==> config.mk <==
export PLATFORM = sky130hd
export DESIGN_NAME = maxpool5_channel_sequencer_flat
export DESIGN_NICKNAME = d
export VERILOG_FILES = /design/src/rtl/maxpool5_channel_sequencer_if.sv /design/src/rtl/maxpool5_channel_sequencer.sv /design/src/flat_wrapper.sv
export SDC_FILE = /design/constraint.sdc
export NUM_CORES = 2
export LEC_CHECK = 0
export ABC_AREA = 1
export CAP_MARGIN = 20
export CORE_AREA = 2 2 760 762
export DETAILED_ROUTE_END_ITERATION = 10
export DIE_AREA = 0 0 762 764
export DONT_BUFFER_PORTS = 1
export RECOVER_POWER = 50
export REMOVE_ABC_BUFFERS = 1
export SYNTH_ARGS = -nofsm -noshare
export SYNTH_HDL_FRONTEND = slang
export SYNTH_SLANG_ARGS = --single-unit
==> constraint.sdc <==
create_clock -name clk -period 54.7 [get_ports clk]
set_clock_uncertainty 0.15 [all_clocks]
set_input_delay 8.205 -clock clk [delete_from_list [all_inputs] [get_ports clk]]
set_output_delay 8.205 -clock clk [all_outputs]
set_load 0.01 [all_outputs]
==> src/rtl/maxpool5_channel_sequencer_if.sv <==
// Tile-in / pooled-tile-out handshake bundle for the 5x5 max-pool channel sequencer.
// The master drives tiles and out_ready; the slave is the sequencer.
interface maxpool5_channel_sequencer_if #(
    parameter int DATA_WIDTH = 16,
    parameter int D          = 2,
    parameter int H          = 6,
    parameter int W          = 6
);
    localparam int IN_W  = H * W * D * DATA_WIDTH;
    localparam int OUT_W = (H - 4) * (W - 4) * D * DATA_WIDTH;

    logic             in_valid;
    logic             in_ready;
    logic [IN_W-1:0]  in_data;
    logic             out_valid;
    logic             out_ready;
    logic [OUT_W-1:0] out_data;

    modport master (
        output in_valid, in_data, out_ready,
        input  in_ready, out_valid, out_data
    );

    modport slave (
        input  in_valid, in_data, out_ready,
        output in_ready, out_valid, out_data
    );
endinterface

==> src/rtl/maxpool5_channel_sequencer.sv <==
// Time-multiplexes one single-channel 5x5/stride-1 max-pool engine over the D channels of a tile.
// Optional MPSEQ_PERF_CNT_EN adds a saturating busy-cycle counter on o_perf_cycles.
module maxpool5_channel_sequencer #(
    parameter int DATA_WIDTH = 16,
    parameter int D          = 2,
    parameter int H          = 6,
    parameter int W          = 6,
    parameter int ENG_LAT    = 0
) (
    input  logic                                 clk,
    input  logic                                 reset,
    maxpool5_channel_sequencer_if.slave          bus,
    output logic [H*W*DATA_WIDTH-1:0]            o_eng_in,
    input  logic [(H-4)*(W-4)*DATA_WIDTH-1:0]    i_eng_out,
    output logic                                 o_busy,
    output logic [$clog2(D):0]                   o_chan_idx
`ifdef MPSEQ_PERF_CNT_EN
    ,
    output logic [31:0]                          o_perf_cycles
`endif
);
    localparam int CH_IN_W  = H * W * DATA_WIDTH;
    localparam int CH_OUT_W = (H - 4) * (W - 4) * DATA_WIDTH;
    localparam int OUT_W    = CH_OUT_W * D;
    localparam int IDX_W    = $clog2(D) + 1;
    localparam int WAIT_W   = $clog2(ENG_LAT + 1) + 1;

    typedef enum logic [1:0] {
        S_IDLE = 2'd0,
        S_RUN  = 2'd1,
        S_DONE = 2'd2
    } state_t;

    state_t              r_state;
    state_t              w_state_next;
    logic                r_in_ready;
    logic [IDX_W-1:0]    r_chan_idx;
    logic [WAIT_W-1:0]   r_wait;
    logic [CH_IN_W-1:0]  r_tile      [D];
    logic [CH_OUT_W-1:0] r_out_slice [D];
    logic [CH_IN_W-1:0]  w_in_slice  [D];
    wire  [OUT_W-1:0]    w_out_flat;

    logic w_accept;
    logic w_out_fire;
    logic w_wait_done;
    logic w_chan_last;

    assign w_accept    = bus.in_valid & r_in_ready;
    assign w_out_fire  = bus.out_ready & (r_state == S_DONE);
    assign w_wait_done = (r_wait == WAIT_W'(ENG_LAT));
    assign w_chan_last = (r_chan_idx == IDX_W'(D - 1));

    // Channel 0 sits at the MSB end of both the tile and the pooled result.
    for (genvar gi = 0; gi < D; gi++) begin : g_chan
        assign w_in_slice[gi] = bus.in_data[(D-gi)*CH_IN_W-1 -: CH_IN_W];
        assign w_out_flat[(D-gi)*CH_OUT_W-1 -: CH_OUT_W] = r_out_slice[gi];
    end

    always_ff @(posedge clk or posedge reset) begin
        if (reset) begin
            r_state <= S_IDLE;
        end else begin
            r_state <= w_state_next;
        end
    end

    always_comb begin
        w_state_next = r_state;
        case (r_state)
            S_IDLE: begin
                if (w_accept) begin
                    w_state_next = S_RUN;
                end
            end
            S_RUN: begin
                if (w_wait_done && w_chan_last) begin
                    w_state_next = S_DONE;
                end
            end
            S_DONE: begin
                if (w_out_fire) begin
                    w_state_next = S_IDLE;
                end
            end
            default: w_state_next = S_IDLE;
        endcase
    end

    always_ff @(posedge clk or posedge reset) begin
        if (reset) begin
            r_in_ready <= 1'b0;
            r_chan_idx <= '0;
            r_wait     <= '0;
            for (int c = 0; c < D; c++) begin
                r_tile[c]      <= '0;
                r_out_slice[c] <= '0;
            end
        end else begin
            // Registered ready: high exactly while the FSM sits in IDLE after the first edge.
            r_in_ready <= (w_state_next == S_IDLE);
            case (r_state)
                S_IDLE: begin
                    if (w_accept) begin
                        for (int c = 0; c < D; c++) begin
                            r_tile[c]      <= w_in_slice[c];
                            r_out_slice[c] <= '0;
                        end
                        r_chan_idx <= '0;
                        r_wait     <= '0;
                    end
                end
                S_RUN: begin
                    if (w_wait_done) begin
                        for (int c = 0; c < D; c++) begin
                            if (r_chan_idx == IDX_W'(c)) begin
                                r_out_slice[c] <= i_eng_out;
                            end
                        end
                        if (!w_chan_last) begin
                            r_chan_idx <= r_chan_idx + IDX_W'(1);
                            r_wait     <= '0;
                        end
                    end else begin
                        r_wait <= r_wait + WAIT_W'(1);
                    end
                end
                default: begin
                end
            endcase
        end
    end

    // Outside RUN the engine sees channel 0 so its input never floats.
    always_comb begin
        o_eng_in = r_tile[0];
        if (r_state == S_RUN) begin
            for (int c = 0; c < D; c++) begin
                if (r_chan_idx == IDX_W'(c)) begin
                    o_eng_in = r_tile[c];
                end
            end
        end
    end

    assign bus.in_ready  = r_in_ready;
    assign bus.out_valid = (r_state == S_DONE);
    assign bus.out_data  = w_out_flat;
    assign o_busy        = (r_state != S_IDLE);
    assign o_chan_idx    = r_chan_idx;

`ifdef MPSEQ_PERF_CNT_EN
    logic [31:0] r_perf_cycles;

    always_ff @(posedge clk or posedge reset) begin
        if (reset) begin
            r_perf_cycles <= '0;
        end else if (w_accept) begin
            r_perf_cycles <= '0;
        end else if ((r_state != S_IDLE) && (r_perf_cycles != 32'hFFFF_FFFF)) begin
            r_perf_cycles <= r_perf_cycles + 32'd1;
        end
    end

    assign o_perf_cycles = r_perf_cycles;
`endif

endmodule

==> src/flat_wrapper.sv <==
// flat-port wrapper written by rule: the top's interface ports become plain ports
module maxpool5_channel_sequencer_flat 
#(
    parameter int DATA_WIDTH = 16,
    parameter int D          = 2,
    parameter int H          = 6,
    parameter int W          = 6,
    parameter int ENG_LAT    = 0
)
  (clk, reset, o_eng_in, i_eng_out, o_busy, o_chan_idx, bus_in_valid, bus_in_data, bus_out_ready, bus_in_ready, bus_out_valid, bus_out_data);
  maxpool5_channel_sequencer_if #(.DATA_WIDTH(DATA_WIDTH), .D(D), .H(H), .W(W)) bus_i ();
  input  logic clk;
  input  logic reset;
  output logic [H*W*DATA_WIDTH-1:0] o_eng_in;
  input  logic [(H-4)*(W-4)*DATA_WIDTH-1:0] i_eng_out;
  output logic o_busy;
  output logic [$clog2(D):0] o_chan_idx;
  input wire logic [$bits(bus_i.in_valid)-1:0] bus_in_valid;
  input wire logic [$bits(bus_i.in_data)-1:0] bus_in_data;
  input wire logic [$bits(bus_i.out_ready)-1:0] bus_out_ready;
  output wire logic [$bits(bus_i.in_ready)-1:0] bus_in_ready;
  output wire logic [$bits(bus_i.out_valid)-1:0] bus_out_valid;
  output wire logic [$bits(bus_i.out_data)-1:0] bus_out_data;
  assign bus_i.in_valid = bus_in_valid;
  assign bus_i.in_data = bus_in_data;
  assign bus_i.out_ready = bus_out_ready;
  assign bus_in_ready = bus_i.in_ready;
  assign bus_out_valid = bus_i.out_valid;
  assign bus_out_data = bus_i.out_data;
  maxpool5_channel_sequencer #(.DATA_WIDTH(DATA_WIDTH), .D(D), .H(H), .W(W), .ENG_LAT(ENG_LAT)) u_core (.clk(clk), .reset(reset), .bus(bus_i), .o_eng_in(o_eng_in), .i_eng_out(i_eng_out), .o_busy(o_busy), .o_chan_idx(o_chan_idx));
endmodule
Word-level counts from Yosys, hierarchy flattened
Index checks and enable logic that the tools add are counted.
{"block": "word_totals", "regBits": 1286, "input_bits": 1220, "out_inout_bits": 709, "word_cells": 50}
{"block": "classes", "n_addsub": 2, "n_eq_ne": 8, "n_mux": 18, "n_bitwise": 3, "n_reduce_logical": 11}
{"cell": "2-to-1 mux 576 bit", "count": 2}
{"cell": "2-to-1 mux 128 bit", "count": 2}
{"cell": "one-hot mux 128 bit (2 select lines)", "count": 1}
{"cell": "2-to-1 mux 64 bit", "count": 2}
{"cell": "2-to-1 mux 2 bit", "count": 6}
{"cell": "AND reduction 4 bit", "count": 3}
{"cell": "zero test 2 bit", "count": 3}
{"cell": "inequality test 2 x 1 -> 1 bit (second input constant)", "count": 3}
{"cell": "one-hot mux 2 bit (3 select lines)", "count": 1}
{"cell": "equality test 2 x 1 -> 1 bit (second input constant)", "count": 2}
{"cell": "inequality test 2 bit (second input constant)", "count": 2}
{"cell": "one-hot mux 2 bit (2 select lines)", "count": 1}
{"cell": "AND reduction 2 bit", "count": 2}
{"cell": "nonzero test 2 bit", "count": 2}
{"cell": "adder 2 x 1 -> 2 bit (second input constant)", "count": 1}
{"cell": "bitwise AND 1 bit", "count": 2}
{"cell": "equality test 2 bit (second input constant)", "count": 1}
{"cell": "2-to-1 mux 1 bit", "count": 2}
{"cell": "one-hot mux 1 bit (2 select lines)", "count": 1}
{"cell": "adder 1 bit (second input constant)", "count": 1}
{"cell": "logical AND 1 bit", "count": 1}
{"cell": "NOT 1 bit", "count": 1}

Logic depth before layout (Yosys ltp)
{"block": "depth", "depth_word": 5, "ltp_mapped": 8, "ltp_nobuf": 6}

Worst setup path before layout
Ideal clock, no wire load.
{"block": "synth_path", "path_kind": "register -> output", "from": "register u_core.r_chan_idx[1] (netlist: u_core.o_chan_idx[1])", "to": "output o_eng_in[153]", "arrival_time_ns": 1.506, "required_time_ns": 46.345, "path_slack_ns": 44.839, "path_stages_with_launch": 8, "n_path_buf": 3, "path_cell_list": "dfrtp_1 > inv_1 > ha_1 > nand3_1 > buf_4 > buf_2 > clkbuf_1 > o21ai_0"}
{"block": "synth_via", "elab_chain_cells": 3}
{"item": "start, declared", "line_no": "maxpool5_channel_sequencer.sv:37", "text": "logic [IDX_W-1:0] r_chan_idx;"}
{"item": "start signal, assigned", "line_no": "maxpool5_channel_sequencer.sv:121", "text": "r_chan_idx <= r_chan_idx + IDX_W'(1);"}
{"item": "equality test 2 x 1 -> 1 bit", "line_no": "maxpool5_channel_sequencer.sv:139", "text": "if (r_chan_idx == IDX_W'(c)) begin"}
{"item": "2-to-1 mux 576 bit", "line_no": "maxpool5_channel_sequencer.sv:139"}
{"item": "2-to-1 mux 576 bit", "line_no": "maxpool5_channel_sequencer.sv:137", "text": "if (r_state == S_RUN) begin"}
{"item": "end, declared", "line_no": "flat_wrapper.sv:14", "text": "output logic [H*W*DATA_WIDTH-1:0] o_eng_in;"}
Every way passes these cells.

Final worst setup path
{"block": "layout_path", "from": "input bus_in_valid", "to": "register u_core.r_tile[770] (netlist bit)"}
{"block": "layout_via", "elab_chain_cells": 2}
{"item": "start, declared", "line_no": "flat_wrapper.sv:18", "text": "input wire logic [$bits(bus_i.in_valid)-1:0] bus_in_valid;"}
{"item": "bitwise AND 1 bit", "line_no": "maxpool5_channel_sequencer.sv:49", "text": "assign w_accept = bus.in_valid & r_in_ready;"}
{"item": "AND reduction 2 bit (no line)"}
{"item": "end signal, assigned by index", "line_no": "maxpool5_channel_sequencer.sv:106", "text": "r_tile[c] <= w_in_slice[c];"}
{"item": "end, declared", "line_no": "maxpool5_channel_sequencer.sv:39", "text": "logic [CH_IN_W-1:0] r_tile [D];"}
Every way passes these cells.
A chain may end at the register's enable or synchronous reset.

==> results.md <==
- Status: complete, but fails checks
- Failing checks: max-capacitance violations, max-slew violations
- Die Ht: 764 µm
- Pre-Repair DR Iteration Count: 10
- Post-route ant nets: 0
- Placed instance count: 14800
- Clock sink total: 1285
- Hpwl dp: 354000 µm
- Core area: 0.575 mm²
- Crit path time final: 23.53 ns
- Final cell count without fillers: 15100
- Pins over their slew limit: 1747
- Crit-path max FO: 95
- Sequential fraction of the synthesis area: 0.549
- Yosys warnings: 0
- Syn Area/Cell: 7.84 µm²
- Setup TNS: 0 ns
- Worst Hold Class: reg2reg
- Initial Utilization: 0.102
- Post-Synth XOR/XNOR Area: 0
- Slowest-stage cell, CP: nand2_1
- GRT overflow: 0
- Cell area after synthesis: 0.0585 mm²
- Post-synthesis mux area share: 0
- DIE AREA: 0.582 mm²
- Post-Synth Simple-Gate Area: 0.317
- CTS buffer count: 160
- Pwr Total: 5.43 mW
- Post-Route WL: 421000 µm
- Placement Rows: 279
- Routed WL per cell: 27.8 µm
- Max cap viols: 29
- Post-synthesis compound-gate area fraction: 0.0493
- Via density: 3.44
- GPL Wtd Cong: 1.01
- Die W: 762 µm
- Critical path's largest stage delay: 3.97 ns
- Finished layout cell area: 0.0739 mm²
- Worst path top cell family by delay: buffers and inverters
- CTS max path bufs: 4
- Starting DRT DRC Count: 5076
- Syn Inst Count: 7461
- First-pass GRT wire length: 527000 µm
- Root Buffer: clkbuf_16
- RSZ-0062 raised after global routing: no
- # nets final: 8574
- Core Util, Final: 0.128
- Startpoint types: input pin
- Largest net degree at the start of global routing: 156
- Tot GR Track Use: 0.138
- CTS tree: done
- Hold Buf Count CTS: 0
- Fin crit share: 0.430
- Share of post-route cells with drive strength above 1: 0.0891
- Crit path cell chain: nand2_1 > clkinvlp_2 > nand2_1 > clkbuf_1 > clkbuf_1 > clkbuf_1 > buf_4 > buf_4 > buf_4 > buf_4 > nand2_1 > nand2_1
- F_max: 0.0425 GHz
- Final Hold Fails: 0
- Crit Path Class: in2reg
- # setup viols final: 0
- CP bufs+invs: 8
- Slew of the pin with the lowest slew margin: 4.65 ns
- Clk slew on worst S/H paths: 0.06 ns
- DP Area: 0.0683 mm²
- Post-synthesis register bit count: 1285
- Crit path DAT: 24.19 ns
- Vias in the first global route: 49400
- Max-slew headroom at the worst pin: -2.12
- Post-CTS Setup Bufs: 0
- PwrDens: 73.6 mW/mm²
- Largest family of logic cells by synthesized area: simple AND/OR/NAND/NOR gates
- Initial antenna violation count: 164
- P&R area growth vs syn: 26.2%
- Port Buffers: 0
- Static Leak: 35.6 nW
- Vias post-DR: 52000
- Post-CTS resize count: 0
- Worst setup margin: 31.17 ns
- # IOs: 1929
- Critical path endpoint category: flip-flop
- VDD IR max: 0.0447 mV
- DRC errors left: 0
- Worst hold slack: 0.316 ns
- Required time worst endpoint: 55.35 ns
- Skew-Pair Late Insertion Delay: 0.88 ns
- Yosys cell types: 16
- Dpl ws: 39.61 ns
- Synth Area in Adders: 0.000428
- H-Tree Depth: 4
layout by cell type (no fill, tap or decap), types with 3 or more instances in the layout:
| cell type | instances |
|---|---|
| diode_2 | 68 |
| clkinv_8 | 4 |
| inv_1 | 581 |
| buf_12 | 5 |
| clkbuf_4 | 3 |
| buf_4 | 224 |
| clkbuf_16 | 161 |
| buf_6 | 51 |
| clkbuf_8 | 36 |
| nand2_1 | 3015 |
| bufinv_16 | 8 |
| o21ai_1 | 255 |
| o21ai_4 | 10 |
| nand4_1 | 130 |
| inv_6 | 3 |
| clkbuf_1 | 61 |
| o21ai_2 | 121 |
| o21ai_0 | 190 |
| dfrtp_1 | 1285 |
| nand3_1 | 1283 |
| clkinv_2 | 16 |
| inv_16 | 3 |
| clkinvlp_4 | 8 |
area by class of cell:
class	instances	area [µm²]
Antenna cell	68	170
Clock buffer	232	4660
Clock inverter	45	601
Fill cell	66300	501000
Inverter	584	2200
Multi-Input combinational cell	5011	22100
Sequential cell	1285	32200
Tap cell	7587	9490
Timing Repair Buffer	310	2500
cell usage after synthesis (all sizes together):
master  count  area (µm²)
nor2        3        13.8
buf       333        1770
clkbuf    248         931
nand4     130         813
nand3    1285        6430
nand2    3015       11300
o21ai     576        2880
inv       584        2190
ha          2        25.0
dfrtp    1285       32200
cells by family after synthesis:
kind of cell / count (synthesis)
AO/OA/AOI/OAI: 576
adder cells (fa/ha/maj): 2
buffers and inverters: 1165
flip-flops: 1285
AND/OR/NAND/NOR: 4433
where the power goes:
| part | switching [mW] | internal [mW] | leakage (nW) |
|---|---|---|---|
| Combinational | 2.05 | 0.572 | 16.9 |
| Sequential | 0.331 | 1.39 | 16.1 |
| Clock | 0.464 | 0.631 | 2.56 |
| Total | 2.84 | 2.59 | 35.6 |
final timing paths:
kind / cells past startpoint / startpoint / slack, ns / to
hold / removal: 2 / u_core.r_tile[612] / 0.32 / u_core.r_tile[612]
setup reg to reg: 12 / u_core.bus.in_ready / 37.86 / u_core.r_tile[770]
setup / recovery: 12 / bus_in_valid / 31.17 / u_core.r_tile[770]
max in group asynchronous: 7 / reset / 35.95 / u_core.r_tile[269]
hold reg to reg: 2 / u_core.r_tile[612] / 0.32 / u_core.r_tile[612]
min in group asynchronous: 1 / reset / 8.53 / u_core.r_tile[1093]
sequential cells by signal, indices dropped and copies added, names as in the netlist:
signal	count
u_core.r_state	2
u_core.o_chan_idx	2
u_core.bus.out_data	128
u_core.bus.in_ready	1
u_core.r_tile	1152
per-layer routing:
layer	vias up	part of all wire	GRT usage	wire length, µm
li1	23500	-	-	-
met1	25100	0.35	0.141	147000
met2	2575	0.39	0.191	166000
met3	718	0.19	0.117	78800
met4	54	0.067	0.0827	28200
met5	-	0.00080	0	336
worst register-to-register path, stage by stage, from the launching register on:
cell and delay, ns:
dfrtp_1 0.54, nand2_1 0.16, clkinvlp_2 3.06, nand2_1 3.99
clkbuf_1 1.82, clkbuf_1 1.90, clkbuf_1 1.71, buf_4 0.78
buf_4 0.69, buf_4 0.69, buf_4 0.93, nand2_1 0.23
nand2_1 0.11
No activity file was read; power rests on OpenSTA's default activity.
